## config.mk

```make
export PLATFORM = sky130hd
export DESIGN_NAME = regfile_wr_arbiter
export DESIGN_NICKNAME = d
export VERILOG_FILES = /design/src/rtl/regfile_wr_arbiter.sv
export SDC_FILE = /design/constraint.sdc
export NUM_CORES = 1
export LEC_CHECK = 0
export BUFFER_PORTS_ARGS = -buffer_cell sky130_fd_sc_hd__buf_4
export CAP_MARGIN = 30
export CORE_MARGIN = 2
export CORE_UTILIZATION = 48
export CTS_CLUSTER_DIAMETER = 120
export DETAILED_ROUTE_END_ITERATION = 8
export GPL_TIMING_DRIVEN = 0
export PLACE_DENSITY_LB_ADDON = 0.2
export RECOVER_POWER = 100
export SLEW_MARGIN = 40
export SYNTH_ARGS = -nofsm -noshare
export SYNTH_HDL_FRONTEND = slang
export SYNTH_SLANG_ARGS = --single-unit
```

## constraint.sdc

```tcl
create_clock -name clk -period 2.3 [get_ports clk]
set_input_delay 0.115 -clock clk [delete_from_list [all_inputs] [get_ports clk]]
set_output_delay 0.115 -clock clk [all_outputs]
set_load 0.005 [all_outputs]
```

## src/rtl/regfile_wr_arbiter.sv

```systemverilog
// regfile_wr_arbiter: round-robin share of the register file write port between
// ALU writeback (req0) and load/IO (req1), with a clear sequencer on the same port.
module regfile_wr_arbiter #(
  parameter int DATA_W   = 16,
  parameter int ADDR_W   = 2,
  parameter int NUM_REGS = 4,
  parameter int CNT_W    = 8
) (
  input  logic              clk,
  input  logic              reset,
  input  logic              req0_valid,
  input  logic [ADDR_W-1:0] req0_addr,
  input  logic [DATA_W-1:0] req0_data,
  output logic              req0_ready,
  input  logic              req1_valid,
  input  logic [ADDR_W-1:0] req1_addr,
  input  logic [DATA_W-1:0] req1_data,
  output logic              req1_ready,
  input  logic              clr_start,
  output logic              clr_busy,
  output logic              wr_en,
  output logic [ADDR_W-1:0] wr_addr,
  output logic [DATA_W-1:0] wr_data,
  output logic              last_grant,
  output logic [CNT_W-1:0]  conflict_cnt
);
  localparam logic [0:0] IDLE  = 1'b0;
  localparam logic [0:0] CLEAR = 1'b1;
  logic [0:0]        state;
  logic [ADDR_W-1:0] sweep;
  logic              open;
  // clr_start steals the cycle from both requesters
  assign open       = state == IDLE && !clr_start;
  assign req0_ready = open && req0_valid && (!req1_valid || last_grant);
  assign req1_ready = open && req1_valid && (!req0_valid || !last_grant);
  always_ff @(posedge clk) begin
    if (reset) begin
      state        <= IDLE;
      sweep        <= '0;
      clr_busy     <= 1'b0;
      wr_en        <= 1'b0;
      wr_addr      <= '0;
      wr_data      <= '0;
      last_grant   <= 1'b1;
      conflict_cnt <= '0;
    end else begin
      if (state == IDLE && req0_valid && req1_valid && conflict_cnt != {CNT_W{1'b1}})
        conflict_cnt <= conflict_cnt + 1'b1;
      if (state == CLEAR) begin
        wr_en   <= 1'b1;
        wr_addr <= sweep;
        wr_data <= '0;
        if (sweep == ADDR_W'(NUM_REGS - 1)) begin
          state    <= IDLE;
          clr_busy <= 1'b0;
          sweep    <= '0;
        end else begin
          sweep <= sweep + 1'b1;
        end
      end else if (clr_start) begin
        state    <= CLEAR;
        clr_busy <= 1'b1;
        sweep    <= '0;
        wr_en    <= 1'b0;
      end else if (req0_ready || req1_ready) begin
        wr_en      <= 1'b1;
        wr_addr    <= req1_ready ? req1_addr : req0_addr;
        wr_data    <= req1_ready ? req1_data : req0_data;
        last_grant <= req1_ready;
      end else begin
        wr_en <= 1'b0;
      end
    end
  end
endmodule

```

Word level (Yosys, flattened, before mapping)
Cells that the tools add are included.
- logic and storage cells: 55
- output and inout port bits: 31
- register bits: 32
- add/subtract/negate cells: 2
- eq/ne operators: 4
- bitwise operators: 2
- multiplexer cells: 17
- reductions and logical operators: 22
- operators by type and width (operator ; number):
    $mux W16 ; 1
    $mux W2 ; 7
    $mux W1 ; 9
    $add A8 B1 Y8 const B ; 1
    $logic_and A1 B1 Y1 ; 8
    $ne A8 B8 Y1 const B ; 1
    $reduce_and A2 Y1 ; 3
    $logic_not A1 Y1 ; 4
    $ne A2 B1 Y1 const B ; 2
    $reduce_bool A2 Y1 ; 2
    $logic_or A1 B1 Y1 ; 3
    $reduce_and A3 Y1 ; 1
    $add A2 B1 Y2 const B ; 1
    $eq A2 B2 Y1 const B ; 1
    $not A1 Y1 ; 2
    $reduce_or A2 Y1 ; 1

Longest topological paths before layout
- depth after elaboration: 8
- gate-level depth with buffers: 6
- depth with buffers taken out: 5

Worst setup path before layout
OpenSTA, ideal clock, no wires.
- path type: reg-to-reg
- start: register conflict_cnt[0]
- end: register conflict_cnt[5]
- required time: 2.229 ns
- cell stages (with the launch flop): 6
- slack: 0.694 ns
- buffers on the path: 0
- arrival time: 1.535 ns
- period minus slack after synthesis: 1.606 ns
- cells stage by stage: dfxtp_1 -> ha_1 -> and4_1 -> and2_1 -> or4_1 -> a21oi_1
- cells in the longest elaborated chain, start to end: 2
- elaborated cells on any way between the ends: 3
- those cells by class: 1 x add/sub; 1 x eq/ne; 1 x reduce/logical
- ends and longest elaborated chain (item ; RTL line ; source):
    from (decl) ; 25 ; output logic [CNT_W-1:0] conflict_cnt
    from (signal assigned) ; 48 ; conflict_cnt <= conflict_cnt + 1'b1;
    branches (longest 2 deep; another with $add A8 B1 Y8) ; -- ;
Several ways; the timed one is not identified.
A chain may end at the register's enable or synchronous reset.

Worst setup path after layout
- start: register state
- end: output req1_ready
- cells in the longest elaborated chain, start to end: 4
- ends and longest elaborated chain (item ; RTL line ; source):
    from (decl) ; 29 ; logic [0:0] state;
    from (signal assigned) ; 38 ; state <= IDLE;
    from (signal assigned) ; 54 ; state <= IDLE;
    from (signal assigned) ; 61 ; state <= CLEAR;
    $not A1 Y1 (no line) ; -- ;
    $logic_and A1 B1 Y1 ; 33 ; assign open = state == IDLE && !clr_start;
    $logic_and A1 B1 Y1 (2 in series) ; 35 ; assign req1_ready = open && req1_valid && (!req0_valid || !last_grant);
    to (decl) ; 18 ; output logic req1_ready,
Every way passes these cells.

==> impl_metrics.tcl <==
set metrics [dict create \
    drc 3 \
    reg2reg_slack_ps 500 \
    powerDensity_nw_per_um2 555 \
    numCtsBuffers 5 \
    io_pins 72 \
    routabilityCongestion 0.754 \
    syn-instance-count 162 \
    dr_total_vias 1542 \
    rsz0062_at_grt "no" \
    hpwlAfterDp_um 2800 \
    wirelength_um 3730 \
    hold_viol_final 0 \
    setup_violations 0 \
    syn_nets 205 \
    core_area_um2 2810 \
    finClkSkew_ps 10.3 \
    setup.worst_path.end_class "output pin" \
    hold_end "wr_data[6]$_SDFFE_PP0P_" \
    violations "DRC" \
    drive_gt1_frac 0.325 \
    rr_startpoint "conflict_cnt[0]$_SDFFE_PP0P_" \
    htreeDepth 2 \
    status "finished with violations" \
    async_reset_ff_frac 0 \
    rows 19 \
    io_buffer_count 70 \
    path_clk_slew_ps 100 \
    total_power_w 0.00114 \
    dpl.cell_count 263 \
    ctsLongestPathBuffers 2 \
    worstSetupPathType "flip-flop to output pin" \
    maxSlewHeadroom 0.695 \
    maxSlewViolCount 0 \
    die_x_um 59.0 \
    critPathRequiredTime_ps 2180 \
    yosysUniqueCellTypes 35 \
    synth_edf_count 0 \
    die_h_um 59.0 \
    syn_area_um2 1450 \
    tns_ps 0 \
    finalCriticalPeriod_ps 1910 \
    areaGrowthSynthToFinish_pct 42.1 \
    cap_violations 0 \
    grt_overflow 0 \
    yosysTopAreaCell "dfxtp_1" \
    hold_class "input port to flip-flop" \
    ys.flop_type "dfxtp_1" \
    synth_area_leaders "dfxtp_1 (44%), mux2i_1 (14%), a21oi_1 (8.3%)" \
    grt_antenna_before_repair 0 \
    cts_resized 0 \
    max_freq_mhz 523 \
    worstReg2RegEnd "conflict_cnt[5]$_SDFFE_PP0P_" \
    grt_max_degree 11 \
    ys_warn_count 0 \
    initial_utilization 0.517 \
    dieArea_um2 3480 \
    ctsHoldBuffers 0 \
    yosysMostFrequentCell "dfxtp_1" \
    ys_ff_latch 32 \
    p_leak_nw 1.01 \
    arrival_ps 1800 \
    hold_start "req1_data[6]" \
    crit_fanout 10 \
    vias_per_cell 5.69 \
    postCtsSetupBuffers 0 \
    ys_seq_area_frac 0.441 \
    stdcell_count 271 \
    hold-worst-slack_ps 56.9 \
    grtUsageTotal 0.226 \
    startpoint_type "flip-flop" \
    whs_path_depth 3 \
    antenna_cells 0 \
    ir_drop_v 0.000418 \
    avgSynthCellArea_um2 8.96 \
    period_share 0.831 \
    drtIter0Drc 54 \
    wl_per_cell_um 13.8 \
    final_core_utilization 0.735 \
    finalNetCount 282 \
    tightest_slew_ps 458 \
    cts.sinks 32 \
    reg2reg_depth 5 \
    grt_pass1_wl_um 5950 \
    drt-pass1-iter-count 7 \
    synth_commonest_cells "dfxtp_1 (32), a21oi_1 (24), mux2i_1 (20), o21ai_0 (18), nor2_1 (10)" \
    cts_tree "yes" \
    grt_pass1_vias 1405 \
    synth_top_area_share 0.441 \
    cts-root-buf "clkbuf_4" \
    ant_nets 0 \
    worstSkewPairLatency_ps 340 \
]
[cell type report]
type / count / area (µm²)
Multi-Input combinational cell: 114 / 744
Inverter: 6 / 22.5
Timing Repair Buffer: 70 / 510
Clock inverter: 2 / 10.0
Fill cell: 212 / 743
Sequential cell: 32 / 641
Clock buffer: 6 / 51.3
Buffer: 10 / 43.8
Tap cell: 31 / 38.8
[worst max path at each step]
stage / endpoint / slack [ps] / cells past startpoint / start
final: req1_ready / 390 / 6 / state$_SDFF_PP0_
after global routing: req1_ready / 280 / 6 / state$_SDFF_PP0_
after CTS: req1_ready / 430 / 6 / state$_SDFF_PP0_
after detailed placement: conflict_cnt[5]$_SDFFE_PP0P_ / 570 / 5 / conflict_cnt[0]$_SDFFE_PP0P_
after global placement: conflict_cnt[5]$_SDFFE_PP0P_ / 630 / 5 / conflict_cnt[0]$_SDFFE_PP0P_
after floorplan: conflict_cnt[5]$_SDFFE_PP0P_ / 690 / 5 / conflict_cnt[0]$_SDFFE_PP0P_
[per-stage QoR]
step | setup WS (ps) | area (µm²)
after detailed placement | 566 | 2020
after floorplan | 694 | 1450
final | 388 | 2060
after CTS | 427 | 2080
after global routing | 278 | 2060
after global placement | 629 | 2020
[state kept, by name, indices dropped and copies added, names as in the netlist]
signal / cells
wr_addr: 2
conflict_cnt: 8
wr_data: 16
clr_busy: 1
sweep: 2
last_grant: 1
state: 1
wr_en: 1
[power by group]
part	leakage (nW)	internal (W)	switching [W]
registers	0.262	0.000583	0.0000163
logic	0.709	0.000110	0.0000898
clock network	0.0380	0.000145	0.000199
total	1.01	0.000838	0.000305
[cells by family (layout without fill, tap and decap cells)]
logic type                 after synthesis  after routing  synth area share
AOI/OAI and AO/OA                       55             55             0.218
xor gates and xnor gates                 1              1           0.00604
muxes                                   20             20             0.138
DFF                                     32             32             0.441
and+or+nand+nor                         36             36             0.134
buffers and inverters                   16             94            0.0457
adders and majority gates                2              2            0.0172
[layout by cell type, fill, tap and decap left out, drive strengths merged]
cell    Yosys  final
and4b       2      2
clkbuf      6     43
and2        2      2
or4         1      1
nand4       1      1
dfxtp      32     32
o21a        1      1
a211o       2      2
nand2       7      7
nor3b       1      1
a211oi      3      3
o311ai      1      1
clkinv      0      2
o21ai      18     18
mux2i      20     20
nor2       10     10
xnor2       1      1
o31ai       1      1
buf         4     43
and3        1      1
nor3        2      2
inv         6      6
nand3b      1      1
and4        2      2
or2         1      1
o21bai      1      1
nand3       3      3
ha          2      2
a311oi      1      1
o41ai       1      1
a41oi       1      1
a21oi      24     24
o22a        1      1
nor2b       2      2
[worst max-delay path: stages (launching register included)]
cell,delay [ps]
dfxtp_1,350
nor2_1,330
nand3_1,130
buf_4,210
buf_2,230
inv_1,80
clkbuf_4,120
[routing by layer]
| layer | track usage | vias to the layer above | routed length [µm] |
|---|---|---|---|
| li1 | - | 749 | - |
| met1 | 0.253 | 694 | 1550 |
| met2 | 0.368 | 86 | 1750 |
| met3 | 0.0939 | 13 | 348 |
| met4 | 0.114 | 0 | 83 |
| met5 | 0 | - | 0 |
Power figures use the tool's default switching activity.
